### config.mk
export PLATFORM = sky130hd
export DESIGN_NAME = pad_input_filter_ctrl_flat
export DESIGN_NICKNAME = d
export VERILOG_FILES = /design/src/rtl/pad_input_filter_ctrl_if.sv /design/src/rtl/pad_input_filter_ctrl.sv /design/src/flat_wrapper.sv
export SDC_FILE = /design/constraint.sdc
export NUM_CORES = 1
export LEC_CHECK = 0
export BUFFER_PORTS_ARGS = -buffer_cell sky130_fd_sc_hd__buf_2
export CELL_PAD_IN_SITES_DETAIL_PLACEMENT = 1
export CELL_PAD_IN_SITES_GLOBAL_PLACEMENT = 1
export CORE_MARGIN = 4
export CORE_UTILIZATION = 47
export CTS_CLUSTER_SIZE = 40
export DETAILED_ROUTE_END_ITERATION = 8
export GPL_TIMING_DRIVEN = 0
export HOLD_SLACK_MARGIN = 0.12
export PLACE_DENSITY_LB_ADDON = 0.1
export SLEW_MARGIN = 20
export SYNTH_ARGS = -nofsm -noshare
export SYNTH_HDL_FRONTEND = slang
export SYNTH_SLANG_ARGS = --single-unit
### constraint.sdc
create_clock -name wb_clk_i -period 4.1 [get_ports wb_clk_i]
set_input_delay 0.615 -clock wb_clk_i [delete_from_list [all_inputs] [get_ports wb_clk_i]]
set_output_delay 0.615 -clock wb_clk_i [all_outputs]
set_load 0.03 [all_outputs]
### src/rtl/pad_input_filter_ctrl_if.sv
// Register-port bundle between the management core and pad_input_filter_ctrl.
//   cfg_we_i    : write strobe, one cycle
//   cfg_re_i    : read strobe, one cycle
//   cfg_addr_i  : register select (0 CTRL, 1 PRESCALE, 2 THRESH, 3 PENDING)
//   cfg_wdata_i : write data
//   cfg_rdata_o : registered read data, returned by the filter controller
// master drives the strobes/address/data; slave is the filter controller.
interface pad_input_filter_ctrl_if;
  logic        cfg_we_i;
  logic        cfg_re_i;
  logic [1:0]  cfg_addr_i;
  logic [31:0] cfg_wdata_i;
  logic [31:0] cfg_rdata_o;

  modport master (
    output cfg_we_i,
    output cfg_re_i,
    output cfg_addr_i,
    output cfg_wdata_i,
    input  cfg_rdata_o
  );

  modport slave (
    input  cfg_we_i,
    input  cfg_re_i,
    input  cfg_addr_i,
    input  cfg_wdata_i,
    output cfg_rdata_o
  );
endinterface

### src/rtl/pad_input_filter_ctrl.sv
// Pad input filter controller.
// Synchronises N_CH asynchronous Schmitt-buffer outputs into the wb_clk_i
// domain, debounces each one with a counter paced by a shared prescaler,
// and reports filtered levels, one-cycle edge pulses, a sticky pending
// register (W1C) and a level interrupt.
//
// Ports:
//   wb_clk_i  : core clock
//   wb_rst_i  : synchronous reset, active-high
//   pad_in_i  : asynchronous pad levels [N_CH]
//   cfg       : register port (pad_input_filter_ctrl_if.slave)
//   filt_o    : debounced levels [N_CH]
//   rise_o    : rising-edge pulses [N_CH], high in the cycle filt_o rises
//   fall_o    : falling-edge pulses [N_CH], high in the cycle filt_o falls
//   irq_o     : registered OR of PENDING
//
// Registers: 0 CTRL (channel enables), 1 PRESCALE, 2 THRESH, 3 PENDING (W1C).
//
// Build option PAD_FILT_EDGE_SEL_EN: adds EDGE_SEL in the upper half of
// register 1 (bits[23:16] rising-enable, bits[31:24] falling-enable, reset
// all ones) which masks which edge types set PENDING. Without it every edge
// sets PENDING and those bits read 0.
module pad_input_filter_ctrl #(
  parameter int unsigned N_CH  = 8,
  parameter int unsigned CNT_W = 8,
  parameter int unsigned PRE_W = 16
) (
  input  logic                    wb_clk_i,
  input  logic                    wb_rst_i,
  input  logic [N_CH-1:0]         pad_in_i,
  pad_input_filter_ctrl_if.slave  cfg,
  output logic [N_CH-1:0]         filt_o,
  output logic [N_CH-1:0]         rise_o,
  output logic [N_CH-1:0]         fall_o,
  output logic                    irq_o
);

  typedef enum logic [1:0] {
    ADDR_CTRL     = 2'd0,
    ADDR_PRESCALE = 2'd1,
    ADDR_THRESH   = 2'd2,
    ADDR_PENDING  = 2'd3
  } reg_addr_e;

  reg_addr_e addr;
  assign addr = reg_addr_e'(cfg.cfg_addr_i);

  // Configuration and status registers
  logic [N_CH-1:0]  ctrl;
  logic [PRE_W-1:0] prescale;
  logic [CNT_W-1:0] thresh;
  logic [N_CH-1:0]  pend;

  // Datapath state
  logic [N_CH-1:0]  sync1;
  logic [N_CH-1:0]  sync2;
  logic [PRE_W-1:0] pre_cnt;
  logic [CNT_W-1:0] cnt [N_CH];

  logic             tick;
  logic             wr_ctrl;
  logic             wr_pre;
  logic             wr_thresh;
  logic             wr_pend;
  logic [N_CH-1:0]  pend_set;
  logic [N_CH-1:0]  pend_clr;
  logic [31:0]      rd_val;

  // Upper write-data bits that no field maps to.
  logic             unused_wdata;
  assign unused_wdata = ^cfg.cfg_wdata_i;

  assign wr_ctrl   = cfg.cfg_we_i && (addr == ADDR_CTRL);
  assign wr_pre    = cfg.cfg_we_i && (addr == ADDR_PRESCALE);
  assign wr_thresh = cfg.cfg_we_i && (addr == ADDR_THRESH);
  assign wr_pend   = cfg.cfg_we_i && (addr == ADDR_PENDING);

  assign tick     = (pre_cnt == prescale);
  assign pend_clr = wr_pend ? cfg.cfg_wdata_i[N_CH-1:0] : '0;

`ifdef PAD_FILT_EDGE_SEL_EN
  // Only the first eight channels have an EDGE_SEL bit; any further
  // channels always report both edge types.
  localparam int unsigned ES_W = (N_CH > 8) ? 8 : N_CH;

  logic [ES_W-1:0] rise_en;
  logic [ES_W-1:0] fall_en;
  logic [N_CH-1:0] rise_mask;
  logic [N_CH-1:0] fall_mask;

  always_comb begin
    rise_mask           = '1;
    fall_mask           = '1;
    rise_mask[ES_W-1:0] = rise_en;
    fall_mask[ES_W-1:0] = fall_en;
  end

  assign pend_set = (rise_o & rise_mask) | (fall_o & fall_mask);

  always_ff @(posedge wb_clk_i) begin
    if (wb_rst_i) begin
      rise_en <= '1;
      fall_en <= '1;
    end else if (wr_pre) begin
      rise_en <= cfg.cfg_wdata_i[16 +: ES_W];
      fall_en <= cfg.cfg_wdata_i[24 +: ES_W];
    end
  end
`else
  assign pend_set = rise_o | fall_o;
`endif

  // Read mux; unused bits stay zero.
  always_comb begin
    rd_val = '0;
    case (addr)
      ADDR_CTRL: rd_val[N_CH-1:0] = ctrl;
      ADDR_PRESCALE: begin
        rd_val[PRE_W-1:0] = prescale;
`ifdef PAD_FILT_EDGE_SEL_EN
        rd_val[16 +: ES_W] = rise_en;
        rd_val[24 +: ES_W] = fall_en;
`endif
      end
      ADDR_THRESH:  rd_val[CNT_W-1:0] = thresh;
      ADDR_PENDING: rd_val[N_CH-1:0]  = pend;
      default:      rd_val = '0;
    endcase
  end

  // Register file, prescaler, pending, interrupt and read data
  always_ff @(posedge wb_clk_i) begin
    if (wb_rst_i) begin
      ctrl            <= '0;
      prescale        <= '0;
      thresh          <= CNT_W'(4);
      pend            <= '0;
      pre_cnt         <= '0;
      irq_o           <= 1'b0;
      cfg.cfg_rdata_o <= '0;
    end else begin
      if (wr_ctrl)   ctrl     <= cfg.cfg_wdata_i[N_CH-1:0];
      if (wr_pre)    prescale <= cfg.cfg_wdata_i[PRE_W-1:0];
      if (wr_thresh) thresh   <= cfg.cfg_wdata_i[CNT_W-1:0];

      // A new event in the same cycle as its W1C clear keeps the bit set.
      pend <= (pend & ~pend_clr) | pend_set;

      irq_o <= |pend;

      if (wr_pre || tick) pre_cnt <= '0;
      else                pre_cnt <= pre_cnt + PRE_W'(1);

      if (cfg.cfg_re_i) cfg.cfg_rdata_o <= rd_val;
    end
  end

  // Two-flop synchronisers; they run regardless of channel enable.
  always_ff @(posedge wb_clk_i) begin
    if (wb_rst_i) begin
      sync1 <= '0;
      sync2 <= '0;
    end else begin
      sync1 <= pad_in_i;
      sync2 <= sync1;
    end
  end

  // Per-channel debounce. The STABLE/COUNTING state is not stored: it is
  // simply whether sync2 disagrees with the current filtered level.
  always_ff @(posedge wb_clk_i) begin
    if (wb_rst_i) begin
      filt_o <= '0;
      rise_o <= '0;
      fall_o <= '0;
      for (int unsigned i = 0; i < N_CH; i++) cnt[i] <= '0;
    end else begin
      rise_o <= '0;
      fall_o <= '0;
      for (int unsigned i = 0; i < N_CH; i++) begin
        if (!ctrl[i] || (sync2[i] == filt_o[i])) begin
          cnt[i] <= '0;
        end else if (tick) begin
          // >= so that lowering THRESH below an in-flight count commits
          // on the next tick instead of wrapping around.
          if (cnt[i] >= thresh) begin
            filt_o[i] <= sync2[i];
            rise_o[i] <= sync2[i];
            fall_o[i] <= ~sync2[i];
            cnt[i]    <= '0;
          end else if (cnt[i] != '1) begin
            cnt[i] <= cnt[i] + CNT_W'(1);
          end
        end
      end
    end
  end

endmodule

### src/flat_wrapper.sv
// flat-port wrapper written by rule: the top's interface ports become plain ports
module pad_input_filter_ctrl_flat 
#(
  parameter int unsigned N_CH  = 8,
  parameter int unsigned CNT_W = 8,
  parameter int unsigned PRE_W = 16
)
  (wb_clk_i, wb_rst_i, pad_in_i, filt_o, rise_o, fall_o, irq_o, cfg_cfg_we_i, cfg_cfg_re_i, cfg_cfg_addr_i, cfg_cfg_wdata_i, cfg_cfg_rdata_o);
  pad_input_filter_ctrl_if cfg_i ();
  input  logic wb_clk_i;
  input  logic wb_rst_i;
  input  logic [N_CH-1:0] pad_in_i;
  output logic [N_CH-1:0] filt_o;
  output logic [N_CH-1:0] rise_o;
  output logic [N_CH-1:0] fall_o;
  output logic irq_o;
  input wire logic [$bits(cfg_i.cfg_we_i)-1:0] cfg_cfg_we_i;
  input wire logic [$bits(cfg_i.cfg_re_i)-1:0] cfg_cfg_re_i;
  input wire logic [$bits(cfg_i.cfg_addr_i)-1:0] cfg_cfg_addr_i;
  input wire logic [$bits(cfg_i.cfg_wdata_i)-1:0] cfg_cfg_wdata_i;
  output wire logic [$bits(cfg_i.cfg_rdata_o)-1:0] cfg_cfg_rdata_o;
  assign cfg_i.cfg_we_i = cfg_cfg_we_i;
  assign cfg_i.cfg_re_i = cfg_cfg_re_i;
  assign cfg_i.cfg_addr_i = cfg_cfg_addr_i;
  assign cfg_i.cfg_wdata_i = cfg_cfg_wdata_i;
  assign cfg_cfg_rdata_o = cfg_i.cfg_rdata_o;
  pad_input_filter_ctrl #(.N_CH(N_CH), .CNT_W(CNT_W), .PRE_W(PRE_W)) u_core (.wb_clk_i(wb_clk_i), .wb_rst_i(wb_rst_i), .pad_in_i(pad_in_i), .cfg(cfg_i), .filt_o(filt_o), .rise_o(rise_o), .fall_o(fall_o), .irq_o(irq_o));
endmodule
==> results_dict.tcl, run 1 <==
set metrics [dict create \
    postSynth.asyncResetShare 0 \
    fmax_ghz 0.3233 \
    n_antenna_cell 0 \
    cts_root_buf "clkbuf_16" \
    overflow 0 \
    grt_max_degree 17 \
    layout-area-overhead-vs-synth_pct 14.55 \
    wire_per_inst_um 19.22 \
    final_util 0.5546 \
    cts_setup_buffers 0 \
    routed_wl_um 25120 \
    crit_arrival_ns 3.17 \
    die_w_um 147.5 \
    gp_congestion 0.8313 \
    h-tree-depth 4 \
    worstSkewPairLatency_ns 0.43 \
    syn_inst 930 \
    ir_worst_vdd_mv 0.2786 \
    finalCritPeriodShare 0.7543 \
    start_kind "flop" \
    max-cap-violations 0 \
    dp_hpwl_um 18050 \
    fin_crit_ns 3.093 \
    place_ws_ns 1.097 \
    via_per_inst 5.432 \
    rsz0062_at_grt "no" \
    final_cell_mix "nor2_1 (139), dfxtp_1 (113), ha_1 (73)" \
    cts_buffer_depth 2 \
    ant_nets 0 \
    cts_tree "built" \
    drive_above_1_share 0.1213 \
    outcome "finished clean" \
    endpoint_kind "flop" \
    drt_iter0_markers 347 \
    min_path_cells 2 \
    drv_slew 0 \
    grt_pass1_vias 7544 \
    fp-row-count 50 \
    seq_area_frac_synth 0.4575 \
    max_slew.worst_pin.slew_ns 0.8057 \
    synth_flop_cell "dfxtp_1" \
    total_power_mw 3.829 \
    globalRouteTotalUtil 0.2352 \
    clock_skew_ns 0.01230 \
    rrSetupSlack_ns 1.01 \
    dpl-instance-area_um2 9878 \
    slew_headroom 0.4588 \
    ys_ff_latch 177 \
    hold_path_class "in2reg" \
    initial_core_util 0.4841 \
    final_common_cell "nor2_1" \
    antenna_found_initial 0 \
    setup_viol 0 \
    fillers 2173 \
    total_leakage_power_nw 4.243 \
    cts_resized 0 \
    reg2reg_depth 6 \
    synth_edf_count 64 \
    hold_violations 0 \
    port_buffers 70 \
    route.vias.total 7099 \
    final_area_um2 10480 \
    dr_wl_met3_um 923 \
    cts_hold_buf 0 \
    r2r_end "u_core.cnt[0][27]" \
    cts_buffers 17 \
    tns_ns 0 \
    holdCritStartpoint "pad_in_i[6]" \
    syn-cell-area_um2 9146 \
    synth_area_per_cell_um2 9.835 \
    crit_fanout 10 \
    ys_types 49 \
    cts.clk_slew.worst_paths_ns 0.07 \
    m1WireLength_um 11410 \
    worstPathRequired_ns 4.18 \
    grt_pass1_wl_um 40260 \
    r2r-start "u_core.pre_cnt[13]" \
    first_pass_iters 4 \
    min_to "u_core.sync1[6]" \
    die_area_um2 21760 \
    fp.dieH_um 147.5 \
    clock-sinks 177 \
    fp.coreArea_um2 18890 \
    drcViolationCount 0 \
    multiInputGateArea_um2 4663 \
    io_pins 103 \
    top_layer_used "met4" \
    seqCellArea_um2 4184 \
    setup_ws_ns 1.007 \
    yosys_warnings 0 \
    crit_type "reg2reg" \
    dr_wl_met2_um 12300 \
    nets 1153 \
    power_density_nw_per_um2 365.4 \
]
==> worst max-delay path: stages (launching register included) <==
cell	delay [ns]
dfxtp_1	0.44
xnor2_1	0.19
nand4_1	0.18
nor4_4	0.77
clkbuf_1	0.56
o21ai_0	0.20
nand2b_1	0.38
==> cell type report <==
class | instances | area share
timing repair buffer | 70 | 0.03344
tap | 260 | 0.03105
buffer | 46 | 0.02245
inverter | 32 | 0.01146
multi-input combinational | 690 | 0.4451
clock inverter | 1 | 0.0004777
clock buffer | 31 | 0.05672
sequential | 177 | 0.3993
==> registers in the layout, indices dropped and copies added, names as in the netlist <==
| signal | flops |
|---|---|
| u_core.irq_o | 1 |
| u_core.rise_o | 8 |
| u_core.thresh | 8 |
| u_core.ctrl | 8 |
| u_core.fall_o | 8 |
| u_core.pend | 8 |
| u_core.sync2 | 8 |
| u_core.sync1 | 8 |
| u_core.cfg.cfg_rdata_o | 16 |
| u_core.cnt | 64 |
| u_core.filt_o | 8 |
| u_core.prescale | 16 |
| u_core.pre_cnt | 16 |
==> Yosys cell counts (3+ instances only) <==
cell type	n	area (um^2)
o31ai_1	7	52.55
o21ai_0	16	80.08
nor2_1	139	521.8
xor2_1	35	306.5
nand2_1	70	262.8
nand4_1	11	68.82
nor3b_1	15	112.6
o21a_1	3	22.52
nor3_1	6	30.03
ha_1	73	913.4
mux2i_1	29	290.3
nor4_1	4	25.02
inv_1	32	120.1
dfxtp_1	113	2262
a21oi_1	34	170.2
and4_1	3	26.28
xnor2_1	51	446.7
or2_2	3	18.77
nand2b_1	22	137.6
edfxtp_1	64	1922
nand3_1	62	310.3
mux4_2	8	180.2
buf_4	16	120.1
o2111ai_1	4	35.03
nor2b_1	18	112.6
a211oi_1	11	82.58
clkbuf_1	26	97.59
and3_1	15	93.84
a21o_1	9	67.56
==> how the worst max path moves through the flow <==
stage / to / startpoint / slack, ns
2_1_floorplan: u_core.cnt[0][50] / u_core.thresh[0] / 1.84
3_3_place_gp: u_core.cnt[0][27] / u_core.pre_cnt[8] / 1.12
3_5_place_dp: u_core.cnt[0][25] / u_core.pre_cnt[8] / 1.10
4_1_cts: u_core.cnt[0][27] / u_core.pre_cnt[8] / 1.05
5_1_grt: u_core.cnt[0][27] / u_core.pre_cnt[8] / 0.84
6_report: u_core.cnt[0][27] / u_core.pre_cnt[13] / 1.01
==> per-layer routing <==
metal  track usage  vias to the layer above
li1              -                     3424
met3       0.04476                       30
met2        0.4028                      137
met1        0.3042                     3508
met5             0                        -
met4       0.06710                        0
==> logic make-up after synthesis <==
kind of cell | Yosys count | synth area share
other cells | 1 | 0.0004100
compound gates | 98 | 0.07018
xor+xnor | 86 | 0.08235
simple gates | 380 | 0.1995
fa+ha+maj | 73 | 0.09986
mux | 37 | 0.05144
flops | 177 | 0.4575
buf+inv | 78 | 0.03885
==> stage by stage <==
stage / instances / hold WS [ns]
finish: 1307 / 0.3913
global route: 1307 / 0.4066
CTS: 1307 / 0.3829
detailed placement: 1275 / 0.4346
global placement: 1275 / 0.4165
floorplan: 945 / 0.4138
==> power breakdown <==
group          internal (mW)  leakage, nW  switching (mW)
Clock                  0.975        0.296           0.675
Combinational          0.105         2.24           0.213
Sequential              1.83         1.71          0.0280
Power figures use the tool's default switching activity.
==> run 2: changes to the inputs <==
--- a/config.mk
+++ b/config.mk
@@ -9,7 +9,7 @@
 export CELL_PAD_IN_SITES_DETAIL_PLACEMENT = 1
 export CELL_PAD_IN_SITES_GLOBAL_PLACEMENT = 1
 export CORE_MARGIN = 4
-export CORE_UTILIZATION = 47
+export CORE_UTILIZATION = 46
 export CTS_CLUSTER_SIZE = 40
 export DETAILED_ROUTE_END_ITERATION = 8
 export GPL_TIMING_DRIVEN = 0
==> constraint.sdc (replaced) <==
create_clock -name wb_clk_i -period 2.9 [get_ports wb_clk_i]
set_input_delay 0.435 -clock wb_clk_i [delete_from_list [all_inputs] [get_ports wb_clk_i]]
set_output_delay 0.435 -clock wb_clk_i [all_outputs]
set_load 0.03 [all_outputs]
==> run 2 against run 1 <==
Worst hold slack lost 0.18 ns. Combinational power grew 51%. Count of clock-buffer cells in the layout decreased by 11. Critical endpoint is now u_core.cnt[0][44]. Non-clock buffer count up 3. Highest routed layer unchanged. Largest power group unchanged.
==> results_dict.tcl, run 2 (same netlist as run 1, synthesis figures left out) <==
set metrics [dict create \
    outcome "finished clean" \
    whs_ns 0.2093 \
    worstPathCellList "xnor2_1 -> nand4_1 -> nor4_4 -> buf_4 -> clkbuf_1 -> o21ai_0 -> nand2_1" \
    clock_skew_ns 0.01238 \
    drcViolationCount 0 \
    finalCritPeriodShare 0.9509 \
    clock-sinks 177 \
    setup_ws_ns 0.1423 \
    crit_fanout 10 \
    n_antenna_cell 0 \
    cts_buffer_depth 2 \
    via_per_inst 5.375 \
    ant_nets 0 \
    cts_tree "built" \
    slew_headroom 0.4995 \
    hold_violations 0 \
    fp.dieH_um 149.0 \
    total_leakage_power_nw 4.244 \
    antenna_found_initial 0 \
    switching_share 0.2391 \
    io_pins 103 \
    critPathSlowestCell "clkbuf_1" \
    max_slew.worst_pin.slew_ns 0.7507 \
    ir_worst_vdd_mv 0.3899 \
    final_cell_mix "nor2_1 (139), dfxtp_1 (112), ha_1 (73)" \
    wire_per_inst_um 18.92 \
    cts.clk_slew.worst_paths_ns 0.07 \
    h-tree-depth 4 \
    power_density_nw_per_um2 523.4 \
    placed_cells 1280 \
    first_pass_iters 5 \
    routed_wl_um 24880 \
    gp_congestion 0.8101 \
    switching_power_mw 1.316 \
    p_clk_frac 0.434 \
    cts_root_buf "clkbuf_16" \
    final_common_cell "nor2_1" \
    rsz0062_at_grt "no" \
    route.vias.total 7068 \
    regMostFlops "u_core.cnt" \
    place_ws_ns -0.2315 \
    cts_buffers 17 \
    combPwrFrac 0.087 \
    min_path_cells 2 \
    fillers 2278 \
    stdcell_count 1315 \
    min_to "u_core.sync1[1]" \
    p_int_mw 4.188 \
    dp_hpwl_um 17980 \
    drive_above_1_share 0.1257 \
    start_kind "flop" \
    fp.coreArea_um2 19530 \
    worstSkewPairLatency_ns 0.44 \
    final_util 0.5386 \
    reg2reg_depth 7 \
    worst-path-stages 7 \
    holdCritStartpoint "pad_in_i[1]" \
    port_buffers 70 \
    worstPathRequired_ns 2.99 \
    hold_path_class "in2reg" \
    nets 1156 \
    largest_register_ffs 64 \
    crit_arrival_ns 2.84 \
    fmax_ghz 0.3626 \
    max_stage_delay_ns 0.58 \
    initial_core_util 0.4684 \
    r2r-start "u_core.pre_cnt[5]" \
    die_w_um 149.0 \
    setup_viol 0 \
    r2r_end "u_core.cnt[0][44]" \
    cp_top_family "simple AND/OR/NAND/NOR gates" \
    overflow 0 \
    fin_crit_ns 2.758 \
    die_area_um2 22200 \
    fp-row-count 51 \
    grt_pass1_vias 7327 \
    layout-area-overhead-vs-synth_pct 14.98 \
    max-cap-violations 0 \
    drv_slew 0 \
    crit_type "reg2reg" \
    grt_max_degree 17 \
    drt_iter0_markers 343 \
    pwr-share-seq 0.478 \
    globalRouteTotalUtil 0.2311 \
    endpoint_kind "flop" \
    path_buf_inv 2 \
    rrSetupSlack_ns 0.14 \
    grt_pass1_wl_um 40120 \
]
[run 2: cell types whose count changed in the layout (fill, tap and decap cells not counted)]
cell        before  now
bufinv_16        0    4
clkbuf_16       21   17
clkinvlp_4       0    4
buf_4           16   19
clkbuf_1        32   29
clkbuf_8         3    0
clkinv_1         0    3
clkbuf_2         1    0
dfxtp_1        113  112
dfxtp_2          0    1
o31ai_1          7    6
o31ai_2          0    1
[run 2: layout make-up]
| type | instances | area (um^2) | area share |
|---|---|---|---|
| multi-input cells | 690 | 4668 | 0.4439 |
| inverters | 32 | 120.1 | 0.01142 |
| plain buffers | 46 | 235.2 | 0.02237 |
| clock buffers | 20 | 436.7 | 0.04152 |
| repair buffers | 73 | 372.9 | 0.03546 |
| flip-flops and latches | 177 | 4185 | 0.3980 |
| clock inverters | 12 | 166.4 | 0.01582 |
| well taps | 265 | 331.6 | 0.03153 |
[run 2: worst max path at each step]
stage / end / start / slack [ns]
after CTS: u_core.cnt[0][54] / u_core.thresh[0] / 0.14
final: u_core.cnt[0][44] / u_core.pre_cnt[5] / 0.14
after global placement: u_core.cnt[0][45] / u_core.pre_cnt[13] / -0.19
after floorplan: u_core.cnt[0][50] / u_core.thresh[0] / 0.64
after global routing: u_core.cnt[0][26] / u_core.pre_cnt[8] / 0.04
after detailed placement: u_core.cnt[0][8] / u_core.pre_cnt[13] / -0.23
[run 2: repair_timing]
item,CTS,global route
hold endpoints to repair,0,0
setup endpoints to repair,87,8
setup buffers,3,0
resized for setup,1,1
hold buffers,0,0
pin swaps,1,0
[run 2: power groups by stage]
stage	clock network, mW	registers [mW]	logic [mW]
2_1_floorplan	0	2.68	0.284
3_3_place_gp	0	2.69	0.436
3_5_place_dp	0	2.69	0.449
4_1_cts	2.42	2.63	0.478
5_1_grt	2.53	2.64	0.517
6_report	2.39	2.63	0.480
[run 2: per-layer routing]
layer,vias to the layer above,share of wire,global-route usage
met2,129,0.49,0.3935
met5,-,0,0
met3,24,0.043,0.04041
met4,0,0.015,0.05721
li1,3437,-,-
met1,3478,0.45,0.3071
[run 2: through the flow]
step	total power [mW]	cell area, um^2	TNS, ns
final	5.504	10520	0
after CTS	5.528	10510	0
after detailed placement	3.137	9884	-12.98
after global routing	5.684	10520	0
after floorplan	2.961	9203	0
after global placement	3.122	9884	-9.523
==> run 3: changes to the inputs <==
--- a/config.mk
+++ b/config.mk
@@ -5,11 +5,12 @@
 export SDC_FILE = /design/constraint.sdc
 export NUM_CORES = 1
 export LEC_CHECK = 0
+export ABC_AREA = 1
 export BUFFER_PORTS_ARGS = -buffer_cell sky130_fd_sc_hd__buf_2
 export CELL_PAD_IN_SITES_DETAIL_PLACEMENT = 1
 export CELL_PAD_IN_SITES_GLOBAL_PLACEMENT = 1
 export CORE_MARGIN = 4
-export CORE_UTILIZATION = 46
+export CORE_UTILIZATION = 44
 export CTS_CLUSTER_SIZE = 40
 export DETAILED_ROUTE_END_ITERATION = 8
 export GPL_TIMING_DRIVEN = 0
==> run 3 against run 2 <==
Worst hold slack worse by 0.015 ns. Setup slack gained 0.067 ns. Routed wire length increased by 5.2%. Global-route usage shrank 0.53 points. Combinational power rose by 12%. Non-clock buffer count is 11 lower. Largest power group unchanged. Clock skew increased by 0.0033 ns. Count of clock-buffer cells in the layout is 6 higher. Critical path depth grew 2. Critical path type unchanged. Utilization decreased by 2.6 points. Register-to-register slack improved by 0.07 ns. Maximum frequency increased by 2.5%.
==> results_dict.tcl, run 3 <==
set metrics [dict create \
    routed_wl_um 26170 \
    cts_buffer_depth 2 \
    globalRouteTotalUtil 0.2258 \
    finalCritPeriodShare 0.9278 \
    drt_iter0_markers 359 \
    placed_cells 1519 \
    overflow 0 \
    port_buffers 69 \
    via_per_inst 5.151 \
    grt_pass1_vias 8298 \
    synth_area_per_cell_um2 8.144 \
    synth_edf_count 64 \
    cts_buffers 17 \
    fin_crit_ns 2.691 \
    whs_ns 0.1948 \
    grt_max_degree 17 \
    total_leakage_power_nw 4.714 \
    fp-row-count 53 \
    cts_root_buf "clkbuf_16" \
    max_slew.worst_pin.slew_ns 0.8466 \
    synth.top_cell.area_share 0.2395 \
    crit_arrival_ns 2.77 \
    ys_types 38 \
    rsz0062_at_grt "yes" \
    power_density_nw_per_um2 513.2 \
    start_kind "flop" \
    final_common_cell "nand2_1" \
    setup_viol 0 \
    syn-cell-area_um2 9447 \
    ys_ff_latch 177 \
    crit_fanout 10 \
    cts_tree "built" \
    yosysMostFrequentCell "nand2_1" \
    clock_skew_ns 0.01569 \
    clock-sinks 177 \
    outcome "finished clean" \
    die_area_um2 23880 \
    fp.coreArea_um2 21090 \
    synth_flop_cell "dfxtp_1" \
    hold_violations 0 \
    die_w_um 154.5 \
    regMostFlops "u_core.cnt" \
    grt_pass1_wl_um 42790 \
    yosysTopAreaCell "dfxtp_1" \
    n_antenna_cell 0 \
    ir_worst_vdd_mv 0.4028 \
    first_pass_iters 5 \
    crit_type "reg2reg" \
    fillers 2584 \
    initial_core_util 0.4480 \
    largest_register_ffs 64 \
    total_power_mw 5.550 \
    dp_hpwl_um 19710 \
    seq_area_frac_synth 0.4429 \
    ant_nets 0 \
    syn_inst 1160 \
    wire_per_inst_um 16.86 \
    fmax_ghz 0.3717 \
    tns_ns 0 \
    antenna_found_initial 0 \
    io_pins 103 \
    fp.dieH_um 154.5 \
    endpoint_kind "flop" \
    drcViolationCount 0 \
    final_util 0.5128 \
    drv_slew 0 \
    route.vias.total 7994 \
    h-tree-depth 4 \
    gp_congestion 0.8620 \
    cts.clk_slew.worst_paths_ns 0.07 \
    worstSkewPairLatency_ns 0.44 \
    synth_area_leaders "dfxtp_1 (24%), edfxtp_1 (20%), ha_1 (9.7%), nand2_1 (7.0%), inv_1 (6.1%)" \
    yosys_warnings 0 \
    hold_path_class "in2reg" \
    nets 1383 \
    drive_above_1_share 0.1222 \
    stdcell_count 1552 \
    synth_commonest_cells "nand2_1 (176), inv_1 (154), nor2_1 (152), dfxtp_1 (113), a21oi_1 (96)" \
    final_cell_mix "nand2_1 (176), inv_1 (153), nor2_1 (152)" \
    slew_headroom 0.4331 \
    postSynth.asyncResetShare 0 \
    max-cap-violations 0 \
    worstPathRequired_ns 2.98 \
    layout-area-overhead-vs-synth_pct 14.46 \
]
run 3: kinds of logic after synthesis:
| family | share of synthesized area |
|---|---|
| buffers and inverters | 0.08689 |
| AND/OR/NAND/NOR | 0.2215 |
| XOR/XNOR | 0.04636 |
| AO/OA/AOI/OAI | 0.1053 |
| adder cells (fa/ha/maj) | 0.09669 |
| other | 0.0003970 |
| flip-flops | 0.4429 |
run 3: repair_timing:
action                     CTS  global route
setup endpoints to repair    0            16
gates resized for setup      0             1
hold buffers                 0             0
setup buffers                0             1
run 3: area by class of cell:
class	instances	area (um^2)	area share
Sequential cell	177	4184	0.3869
Multi-Input combinational cell	799	4498	0.4160
Tap cell	275	344.1	0.03182
Buffer	38	216.5	0.02002
Clock inverter	6	63.81	0.005901
Clock buffer	26	533.0	0.04929
Inverter	161	608.1	0.05624
Timing Repair Buffer	70	365.4	0.03379
run 3: worst max-delay path, stage by stage (launching register included):
cell	delay, ns
dfxtp_1	0.30
inv_1	0.51
ha_1	0.36
a21oi_1	0.14
o21ai_0	0.09
nand2_1	0.06
nand3_1	0.16
nor2_1	0.17
nand2_2	0.15
nand3b_1	0.38
run 3: final timing paths:
kind / startpoint / endpoint / slack (ns) / depth (start not counted)
worst max register to register: u_core.thresh[3] / u_core.cnt[0][37] / 0.21 / 9
worst max-delay path: u_core.thresh[3] / u_core.cnt[0][37] / 0.21 / 9
worst min-delay path: pad_in_i[1] / u_core.sync1[1] / 0.19 / 3
worst min register to register: u_core.sync1[0] / u_core.sync2[0] / 0.41 / 2
run 3: per-stage QoR:
| step | cell area (um^2) | worst slack, ns |
|---|---|---|
| 3_5_place_dp | 10190 | 0.1730 |
| 6_report | 10810 | 0.2093 |
| 2_1_floorplan | 9503 | 0.8756 |
| 3_3_place_gp | 10190 | 0.2337 |
| 5_1_grt | 10810 | -0.05094 |
| 4_1_cts | 10790 | 0.1721 |
run 3: power breakdown:
| group | total (mW) | switching, mW | internal (mW) |
|---|---|---|---|
| Sequential | 2.66 | 0.0491 | 2.61 |
| Combinational | 0.536 | 0.376 | 0.159 |
| Clock | 2.35 | 0.988 | 1.37 |
run 3: metal layers:
layer,GRT usage,wire (um)
met1,0.2962,12090
met5,0,0
met3,0.03665,874
met2,0.3929,12900
met4,0.05088,303
